===== src/rtl/mem_interface_ctrl.sv =====
// Registered CPU-to-synchronous-RAM bridge: base-address decode, programmable
// read latency, ready/busy handshake, one-cycle write strobe and illegal-command flag.
module mem_interface_ctrl #(
  parameter int DATA_W = 16,
  parameter int ADDR_W = 9,
  parameter int SEL_W  = 1,
  parameter int BASE   = 0,
  parameter int RD_LAT = 1
) (
  input  logic                    clk,
  input  logic                    reset_n,
  input  logic [1:0]              mem_cmd,
  input  logic [ADDR_W-1:0]       mem_addr,
  input  logic [DATA_W-1:0]       cpu_wdata,
  output logic [DATA_W-1:0]       cpu_rdata,
  output logic                    ready,
  output logic                    busy,
  output logic                    err,
  output logic [ADDR_W-SEL_W-1:0] ram_addr,
  output logic [DATA_W-1:0]       ram_wdata,
  output logic                    ram_we,
  input  logic [DATA_W-1:0]       ram_rdata
);
  localparam int RA_W  = ADDR_W - SEL_W;
  localparam int CNT_W = (RD_LAT < 2) ? 1 : $clog2(RD_LAT + 1);

  if (RD_LAT < 1) begin : g_chk_lat
    $error("mem_interface_ctrl: RD_LAT must be at least 1");
  end
  if (SEL_W < 1 || SEL_W >= ADDR_W) begin : g_chk_sel
    $error("mem_interface_ctrl: SEL_W must be in 1..ADDR_W-1");
  end

  localparam logic [1:0] CMD_READ  = 2'b01;
  localparam logic [1:0] CMD_WRITE = 2'b10;
  localparam logic [1:0] CMD_ILL   = 2'b11;

  typedef enum logic [1:0] {IDLE, RD_WAIT, WR, DONE} state_t;

  state_t           state, state_nxt;
  logic [CNT_W-1:0] cnt;
  logic             hit, rd_go, wr_go, ill_go, rd_last;

  assign hit = (mem_addr[ADDR_W-1 -: SEL_W] == SEL_W'(BASE));

  always_ff @(posedge clk or negedge reset_n) begin
    if (!reset_n) state <= IDLE;
    else          state <= state_nxt;
  end

  // Command inputs are only looked at in IDLE; later states run on latched values.
  always_comb begin
    state_nxt = state;
    rd_go     = 1'b0;
    wr_go     = 1'b0;
    ill_go    = 1'b0;
    rd_last   = 1'b0;
    case (state)
      IDLE: begin
        if (hit) begin
          case (mem_cmd)
            CMD_READ:  begin rd_go = 1'b1; state_nxt = RD_WAIT; end
            CMD_WRITE: begin wr_go = 1'b1; state_nxt = WR;      end
            CMD_ILL:   ill_go = 1'b1;
            default:   ;
          endcase
        end
      end
      RD_WAIT: begin
        if (cnt == CNT_W'(1)) begin
          rd_last   = 1'b1;
          state_nxt = DONE;
        end
      end
      WR:      state_nxt = DONE;
      DONE:    state_nxt = IDLE;
      default: state_nxt = IDLE;
    endcase
  end

  always_ff @(posedge clk or negedge reset_n) begin
    if (!reset_n) begin
      cnt       <= '0;
      err       <= 1'b0;
      ram_addr  <= '0;
      ram_wdata <= '0;
      cpu_rdata <= '0;
    end else begin
      err <= ill_go;
      if (rd_go)                 cnt <= CNT_W'(RD_LAT);
      else if (state == RD_WAIT) cnt <= cnt - CNT_W'(1);
      if (rd_go || wr_go)        ram_addr  <= mem_addr[RA_W-1:0];
      if (wr_go)                 ram_wdata <= cpu_wdata;
      if (rd_last)               cpu_rdata <= ram_rdata;
    end
  end

  // Moore outputs: the write strobe and handshake fall with the async reset.
  assign ram_we = (state == WR);
  assign ready  = (state == DONE);
  assign busy   = (state != IDLE);

endmodule


===== config.mk =====
export PLATFORM = sky130hd
export DESIGN_NAME = mem_interface_ctrl
export DESIGN_NICKNAME = d
export VERILOG_FILES = /design/src/rtl/mem_interface_ctrl.sv
export SDC_FILE = /design/constraint.sdc
export NUM_CORES = 1
export LEC_CHECK = 0
export CAP_MARGIN = 0
export CORE_ASPECT_RATIO = 0.8
export CORE_MARGIN = 2
export CORE_UTILIZATION = 30
export CTS_BUF_LIST = sky130_fd_sc_hd__clkbuf_2 sky130_fd_sc_hd__clkbuf_4 sky130_fd_sc_hd__clkbuf_8
export CTS_CLUSTER_DIAMETER = 60
export DETAILED_ROUTE_END_ITERATION = 7
export PLACE_DENSITY = 0.65
export SKIP_LAST_GASP = 1
export SYNTH_ARGS = -nofsm -noshare
export SYNTH_HDL_FRONTEND = slang
export SYNTH_SLANG_ARGS = --single-unit

===== constraint.sdc =====
create_clock -name clk -period 1.9 [get_ports clk]
set_clock_uncertainty 0.15 [all_clocks]
set_input_delay 0.38 -clock clk [delete_from_list [all_inputs] [get_ports clk]]
set_output_delay 0.38 -clock clk [all_outputs]
set_load 0.02 [all_outputs]

==> run metrics, run 1 <==
status completed; via count 1262; # placed instances 289; clock root buffer clkbuf_8; post-layout util 50.8%; area grow syn2layout 66.2%; post-route cell area 0.00296 sq mm; Worst slew margin 62.6%; ANT cells 0; Synth top cells by count dfrtp_1 (44), mux2_2 (40), ha_1 (5); maximum clock insertion buffer count 2; Die Y 72.9 microns; Combinational Power Share 54.0%; io pins 89; Port Buf Inserts 88; fraction of synthesized area in multiplexers 26.5%; buffer and inverter count on the worst path 2; worst skew pair latency 0.29 ns; sw frac 35.4%; WP data required 1.37 ns; Post-Synth XOR/XNOR Area 0.985%; TritonCTS clock tree done; DR pass1 iterations 2; slowest CP cell dfrtp_1; average wire per standard cell 13.2 microns; critical path cell sequence buf_4, ha_1, dlygate4sd2_1; met3 routed wirelength 428 microns; Yosys top cell by area dfrtp_1; fin worst setup slack 0.0499 ns; Routed WL 3920 microns; internal power 3.16 mW; final net count 265; adder-cell share of the synthesized area 3.52%; critical path startpoint category flop; Synth Area per Inst 15.9 sq um; worst flop-to-flop path startpoint state[0]; DRT met1 WL 1820 microns; WHS 0.0136 ns; cts hold-fix bufs 0; crit path from state[1]; Hold Fails Final Rpt 0; GRT Total Usage 12.1%; Fmax 540 MHz; CP max stage delay 0.40 ns; pwr/cell area 1660 mW/mm^2; cells after synthesis 112; Synth Area in Compound Gates 1.41%; CTS Sinks 44; Placed Area 0.00286 sq mm; die area 0.00656 sq mm; RSZ-0062 raised after global routing no; Clk pin slew, worst setup/hold paths 0.08 ns; Hold WC Path Type in2async; NetSw 1.74 mW; worst vdd ir 0.791 mV; critical path fanouts, max 3; 1st-iter DRT viols 38; Worst setup EP type output pin; Synth Cell Area 0.00178 sq mm; synthesis-stage register bit count 44; core area 0.00582 sq mm; Routed Antenna Nets 0; cell with the most instances after synthesis dfrtp_1; critical path type reg2out; Leak Pwr 1.24 nW; crit-path leading delay family buffers and inverters; vias in the first global route 1282; row count 25; Final min period 1.85 ns; Clock Power Share 12.6%; FILL cells 520; first-pass GRT wire length 6290 microns; top routing layer in use met3; EDFF count, synth 0; register area share after synthesis 61.9%; largest net degree at the start of global routing 45; Total Negative Setup Slacks 0 ns; Crit path arrival time 1.32 ns; layout cells sized above 1 31.0%; Ys Warns 0; total power after layout 4.90 mW; Die Wd 90.1 microns; detailed placer's ending HPWL 2910 microns; Synth Net Count 162; share of the synthesized area in the top cell type 61.9%; FFs w/ async S/R, synth 100%; most common flop cell mapped by yosys dfrtp_1; Distinct cells, synth 18; main combinational cell family by area after synthesis multiplexers; Final Max Slew Viols 0; initial antenna violation count 0; Worst-Margin Slew 0.561 ns; gr ovfl total 0; Placer Congestion 0.696; max-cap violations 0; fin crit share 97.4%; DRC 0; Initial Util 30.6%; sequential group share of total power 33.4%; clock buffer count from CTS 5; Non-Filler Instances 297; metal2 WL 1680 microns; number of vias per cell 4.25; endpoints failing setup 0; H-Tree Depth 2; Synth Area in Simple Gates 3.66%; Synth area leaders dfrtp_1 (62%), mux2_2 (25%), ha_1 (3.5%); Setup WS pre-CTS -0.213 ns
-- what timing repair did --
action | CTS | global route
gates resized for setup | 3 | 4
setup buffers | 0 | 0
pin swaps | 0 | 1
setup endpoints to repair | 3 | 20
-- worst paths after layout --
path | to | slack (ns) | cells past startpoint
worst max-delay path | ram_we | 0.05 | 3
worst min-delay path | cpu_rdata[0] | 0.01 | 2
worst max register to register | ram_wdata[7] | 0.10 | 6
worst min register to register | cpu_rdata[11] | 0.36 | 1
max in group asynchronous | cpu_rdata[12] | 1.20 | 2
min in group clk | cpu_rdata[11] | 0.36 | 1
-- sequential cells by signal, indices dropped and copies added (netlist names) --
register and count:
cpu_rdata 16, ram_wdata 16, cnt 1, err 1, state 2, ram_addr 8
-- cell type report --
cell class | count | area, sq um | area share [%]
Timing Repair Buffer | 98 | 970 | 32.8
Sequential cell | 44 | 1100 | 37.3
Tap cell | 81 | 101 | 3.43
Clock buffer | 7 | 90.1 | 3.05
Inverter | 5 | 23.8 | 0.804
Multi-Input combinational cell | 61 | 662 | 22.4
Clock inverter | 1 | 7.51 | 0.254
-- power by group through the flow --
stage               Combinational [mW]  Sequential [mW]  Clock, mW
finish                            2.64             1.64      0.618
detailed placement                2.70             1.66          0
global route                      2.82             1.70      0.684
CTS                               2.68             1.65      0.648
floorplan                        0.863             2.19          0
global placement                  2.66             1.65          0
-- worst reg2reg max path, stage by stage (launching register included) --
cell and delay, ns:
dfrtp_1 0.41, inv_2 0.11, ha_4 0.17, inv_6 0.05, nor4b_4 0.28, buf_4 0.20
mux2_2 0.33
-- kinds of logic after synthesis --
family                     after synthesis
AOI/OAI and AO/OA                        5
xor gates and xnor gates                 2
adders and majority gates                5
buffers and inverters                    7
DFF                                     44
muxes                                   42
and+or+nand+nor                          7
-- placed cells by master, fill, tap and decap left out --
cell,n
clkdlybuf4s50_1,84
dfrtp_1,44
mux2_2,40
buf_4,8
clkbuf_8,6
o21ai_0,4
ha_1,4
inv_2,2
nand2_1,2
inv_1,2
buf_12,2
inv_6,1
nor2_1,1
and3_1,1
nor4b_4,1
xnor2_1,1
nand3b_1,1
xnor2_2,1
o21ai_1,1
mux2_1,1
nor3_4,1
mux2i_1,1
ha_4,1
clkbuf_4,1
clkinvlp_4,1
buf_2,1
clkbuf_2,1
dlygate4sd2_1,1
clkdlybuf4s15_1,1
-- per-layer routing --
| layer | global-route usage (%) | vias to the layer above |
|---|---|---|
| met5 | 0 | - |
| met4 | 2.56 | 0 |
| met3 | 6.40 | 0 |
| met2 | 19.0 | 59 |
| met1 | 14.9 | 611 |
| li1 | - | 592 |
Note: power is estimated with default switching activity, not from simulation.
==> run 2, diff against run 1 <==
- ABC_AREA: unset -> 1
- CELL_PAD_IN_SITES_DETAIL_PLACEMENT: unset -> 0
- CELL_PAD_IN_SITES_GLOBAL_PLACEMENT: unset -> 1
- CORE_UTILIZATION: 30 -> 27
- PLACE_DENSITY: 0.65 -> unset
- PLACE_DENSITY_LB_ADDON: unset -> 0.1
==> run 2 against run 1 <==
Cell area is 2.3% higher. Area after synthesis is 5.7% higher. Worst setup slack better by 0.0074 ns. Global-route usage is 1.2 points higher. Largest power group unchanged. Worst hold slack better by 0.31 ns. Register-to-register slack better by 0.20 ns. Routed wire length is 23% higher. Largest cell class unchanged.
==> run metrics, run 2 <==
maximum clock insertion buffer count 2 (unchanged); WP data required 1.37 ns (about the same); H-Tree Depth 2 (unchanged); Worst-Margin Slew 0.454 ns (-0.107 ns); Synth top cells by count nand2_1 (109), dfrtp_1 (44), nand3_1 (29); cells after synthesis 212 (+89%); EDFF count, synth 0 (unchanged); WHS 0.324 ns (+0.310 ns); RSZ-0062 raised after global routing no; largest net degree at the start of global routing 22 (-51%); endpoints failing setup 0 (unchanged); fraction of synthesized area in multiplexers 0% (-27 points); initial antenna violation count 0 (unchanged); GRT Total Usage 13.2% (+1.2 points); Synth area leaders dfrtp_1 (59%), nand2_1 (22%), nand3_1 (7.7%); Worst setup EP type output pin; met3 routed wirelength 446 microns (+4.2%); status completed; DRC 0 (unchanged); Distinct cells, synth 17 (-1); Leak Pwr 1.50 nW (+21%); number of vias per cell 4.23 (-0.56%); Die Y 78.6 microns (+7.9%); critical path fanouts, max 3 (unchanged); Port Buf Inserts 88 (unchanged); Yosys top cell by area dfrtp_1; reg2reg setup slack 0.30 ns (+0.20 ns); Synth Cell Area 0.00188 sq mm (+5.7%); worst vdd ir 0.567 mV (-28%); Synth Area per Inst 8.86 sq um (-44%); FFs w/ async S/R, synth 100% (unchanged); crit path from state[0]; pwr/cell area 1610 mW/mm^2 (-2.7%); most frequent cells in the layout nand2_1 (109), clkdlybuf4s50_1 (84), dfrtp_1 (44), nand3_1 (29), buf_4 (8); max-cap violations 0 (unchanged); biggest regs cpu_rdata x16, ram_wdata x16, ram_addr x8; DRT met1 WL 2370 microns (+31%); layout cells sized above 1 9.29% (-22 points); Synth Area in Compound Gates 0.533% (-0.87 points); Crit path arrival time 1.31 ns (about the same); Worst slew margin 69.7% (+7.2 points); ANT cells 0 (unchanged); share of the synthesized area in the top cell type 58.6% (-3.3 points); synthesis-stage register bit count 44 (unchanged); register area share after synthesis 58.6% (-3.3 points); worst flop-to-flop path startpoint state[0]; top routing layer in use met4; worst skew pair latency 0.28 ns (about the same); CP max stage delay 0.39 ns (about the same); io pins 89 (unchanged); most common cell after layout, fill and taps aside nand2_1; first-pass GRT wire length 8110 microns (+29%); Placer Congestion 0.791 (+14%); Routed Antenna Nets 0 (unchanged); average wire per standard cell 12.1 microns (-8.1%); detailed placer's ending HPWL 3660 microns (+26%); 1st-iter DRT viols 60 (+58%); slowest CP cell dfrtp_1; Die Wd 97.3 microns (+8.0%); metal2 WL 1980 microns (+18%); Clk pin slew, worst setup/hold paths 0.08 ns (about the same); worst hold start ram_addr[7]; die area 0.00765 sq mm (+17%); FILL cells 691 (+33%); fin crit share 97.0% (-0.39 points); most common flop cell mapped by yosys dfrtp_1; CTS Sinks 44 (unchanged); critical path type reg2out; Final Max Slew Viols 0 (unchanged); DR pass1 iterations 4 (+2); Post-Synth XOR/XNOR Area 0% (-0.99 points); Initial Util 27.5% (-3.0 points); adder-cell share of the synthesized area 3.33% (-0.19 points); clock buffer count from CTS 5 (unchanged); critical path startpoint category flop; clock root buffer clkbuf_8; core area 0.00682 sq mm (+17%); via count 1686 (+34%); Final min period 1.84 ns (-0.00740 ns); Synth Area in Simple Gates 33.3% (+30 points); Synth Net Count 262 (+62%); main combinational cell family by area after synthesis simple AND/OR/NAND/NOR gates; Routed WL 4840 microns (+23%); Ys Warns 0 (unchanged); Hold WC Path Type reg2reg; Total Negative Setup Slacks 0 ns (unchanged); cell with the most instances after synthesis nand2_1; vias in the first global route 1645 (+28%); row count 27 (+8.0%); area grow syn2layout 60.9%; Setup Buffers After CTS 0 (unchanged); Fmax 543 MHz (+0.40%); final net count 362 (+37%); critical path cell sequence buf_4, ha_1, dlygate4sd2_1; gr ovfl total 0 (unchanged); TritonCTS clock tree done; Hold Fails Final Rpt 0 (unchanged)
run 2: repair_timing:
item	CTS	global route
hold endpoints to repair	16	0
resized for setup	3	3
endpoints found under the setup margin	3	1
hold buffers	1	0
run 2: final timing paths:
path,end,cells after the start
setup reg to reg,cnt,5
max in group asynchronous,state[0],3
min in group asynchronous,ram_addr[2],2
hold / removal,ram_addr[7],2
setup / recovery,ready,3
hold reg to reg,ram_addr[7],2
run 2: where the power goes:
part / internal (mW) / switching [mW]
registers: 1.40 / 0.238
clock network: 0.324 / 0.297
logic: 1.21 / 1.41
run 2: final cells by class:
class,count,area [sq um],area share (%)
Clock buffer,7,96.3,3.19
Timing Repair Buffer,99,983,32.5
Inverter,9,33.8,1.12
Sequential cell,44,1100,36.4
Multi-Input combinational cell,153,701,23.2
Tap cell,87,109,3.60
run 2: per-layer routing:
metal | vias up | global-route usage, %
li1 | 865 | -
met1 | 756 | 18.2
met2 | 61 | 19.5
met3 | 4 | 5.61
met4 | 0 | 2.92
met5 | - | 0
run 2: logic make-up after synthesis:
logic type / Yosys count
buffers and inverters: 15
adder cells (fa/ha/maj): 5
AO/OA/AOI/OAI: 2
flip-flops: 44
AND/OR/NAND/NOR: 146
run 2: per-stage QoR:
step	instance area, sq um	instances	setup slack, ns	util, %	total power, mW
6_report	3020	399	0.0573	44.3	4.88
5_1_grt	3020	399	0.00712	44.3	5.28
4_1_cts	3020	399	0.0181	44.3	4.96
3_5_place_dp	2920	391	0.0651	42.8	4.33
3_3_place_gp	2920	391	0.0874	42.8	4.32
2_1_floorplan	1880	212	0.365	-	3.02
run 2: worst max-delay path, delay by kind of cell (launching register included):
family | cells | cell delay (ns)
fa+ha+maj | 1 | 0.18
buf+inv | 2 | 0.46
flops | 1 | 0.39
==> run 3, diff against run 2 <==
- CELL_PAD_IN_SITES_DETAIL_PLACEMENT: 0 -> unset
- CELL_PAD_IN_SITES_GLOBAL_PLACEMENT: 1 -> unset
- CORE_UTILIZATION: 27 -> 30
- PLACE_DENSITY_LB_ADDON: 0.1 -> unset
==> run 3 against run 2 <==
Critical path depth stayed put. Worst hold slack barely moved. First-iteration DRC count rose by 15%. Core utilization grew 6.0 points. Register-to-register slack worse by 0.03 ns. Sequential share of layout area rose by 0.20 points. Total power increased by 1.4%. Via count increased by 1.4%. Cell count shrank 1.3%. Combinational power about the same. Routed wire length down 4.6%. Largest cell class unchanged. Highest routed layer unchanged.
==> run metrics, run 3 (synthesis results as in run 2) <==
vias in the first global route 1676 (+1.9%); maximum clock insertion buffer count 2 (unchanged); Final min period 1.82 ns (-0.0237 ns); worst vdd ir 0.719 mV (+27%); clock root buffer clkbuf_8; 1st-iter DRT viols 69 (+15%); endpoints failing setup 0 (unchanged); Initial Util 31.5% (+3.9 points); CTS Sinks 44 (unchanged); Non-Filler Instances 394 (-1.3%); DR pass1 iterations 4 (unchanged); area grow syn2layout 60.1%; area occupied by multi-input gates 698 sq um (-0.36%); reg2reg setup slack 0.27 ns (-0.03 ns); max-cap violations 0 (unchanged); Routed WL 4620 microns (-4.6%); Total Negative Setup Slacks 0 ns (unchanged); Die Y 74.8 microns (-4.9%); number of vias per cell 4.34 (+2.7%); critical path type reg2out; critical path startpoint category flop; # placed instances 385 (-1.5%); Port Buf Inserts 88 (unchanged); Placer Congestion 0.754 (-4.7%); Crit path arrival time 1.29 ns (-0.02 ns); via count 1709 (+1.4%); GRT Total Usage 14.2% (+0.97 points); Hold WC Path Type reg2reg; critical path fanouts, max 3 (unchanged); row count 25 (-7.4%); most common cell after layout, fill and taps aside nand2_1; WP data required 1.37 ns (about the same); Die Wd 92.5 microns (-4.9%); Setup Buffers After CTS 0 (unchanged); FILL cells 588 (-15%); Worst slew margin 68.8% (-0.92 points); core area 0.00597 sq mm (-12%); Placed Area 0.00290 sq mm (-0.69%); Hold Fails Final Rpt 0 (unchanged); biggest regs cpu_rdata x16, ram_wdata x16, ram_addr x8; TritonCTS clock tree done; worst skew pair latency 0.28 ns (about the same); most frequent cells in the layout nand2_1 (109), clkdlybuf4s50_1 (84), dfrtp_1 (44), nand3_1 (29), buf_4 (9); layout cells sized above 1 9.58% (+0.29 points); H-Tree Depth 2 (unchanged); RSZ-0062 raised after global routing no; DRC 0 (unchanged); status completed; Clk pin slew, worst setup/hold paths 0.08 ns (about the same); fin crit share 95.7% (-1.2 points); first-pass GRT wire length 7820 microns (-3.6%); die area 0.00692 sq mm (-9.6%); pwr/cell area 1640 mW/mm^2 (+2.0%); total power after layout 4.95 mW (+1.4%); final net count 362 (unchanged); Routed Antenna Nets 0 (unchanged); metal2 WL 2030 microns (+2.5%); Leak Pwr 1.50 nW (+0.26%); Final Max Slew Viols 0 (unchanged); detailed placer's ending HPWL 3430 microns (-6.3%); met3 routed wirelength 392 microns (-12%); top routing layer in use met4; io pins 89 (unchanged); post-route cell area 0.00301 sq mm (-0.54%); DRT met1 WL 2170 microns (-8.4%); register area 0.00110 sq mm (unchanged); Worst-Margin Slew 0.468 ns (+0.0138 ns); ANT cells 0 (unchanged); initial antenna violation count 0 (unchanged); clock buffer count from CTS 5 (unchanged); largest net degree at the start of global routing 27 (+23%); Fmax 550 MHz (+1.3%); gr ovfl total 0 (unchanged); average wire per standard cell 11.7 microns (-3.4%); Worst setup EP type output pin
-- run 3: cell type report --
class	count	share of cell area, %
clock buffers	6	2.54
clock inverters	2	1.16
inverters	9	1.12
multi-input cells	153	23.2
flip-flops and latches	44	36.6
well taps	81	3.37
repair buffers	99	32.0
-- run 3: timing repair --
item	in CTS	in global routing
endpoints found under the hold margin	18	0
hold buffers	1	0
resized for setup	3	4
endpoints found under the setup margin	3	2
-- run 3: metrics by stage --
stage                     utilization (%)  worst slack (ns)  hold WS [ns]
after floorplan                         -             0.365       -0.0656
after global placement               48.5            0.0712         0.208
after detailed placement             48.5            0.0483         0.214
after CTS                            50.5            0.0258         0.328
after global routing                 50.3            0.0166         0.337
final                                50.3            0.0810         0.323
-- run 3: worst paths after layout --
path / from / endpoint / cells past startpoint
max in group asynchronous: reset_n / cpu_rdata[9] / 3
min: ram_wdata[4] / ram_wdata[4] / 2
min in group asynchronous: reset_n / ram_addr[0] / 2
min reg2reg: ram_wdata[4] / ram_wdata[4] / 2
max: state[1] / ram_we / 3
max reg2reg: state[0] / cnt / 5
-- run 3: power by group --
group	internal (mW)	total, mW	switching (mW)
registers	1.40	1.64	0.245
clock network	0.405	0.703	0.299
logic	1.20	2.60	1.40
total	3.00	4.95	1.94
-- run 3: layer usage --
metal  global-route usage, %  vias up
met1                    19.8      784
met2                    21.8       60
met4                    2.49        0
li1                        -      863
met3                    5.21        2
met5                       0        -
-- run 3: worst max-delay path, cell delays in order, from the launching register on --
cell	delay [ns]
dfrtp_1	0.38
buf_4	0.14
ha_1	0.17
dlygate4sd2_1	0.32
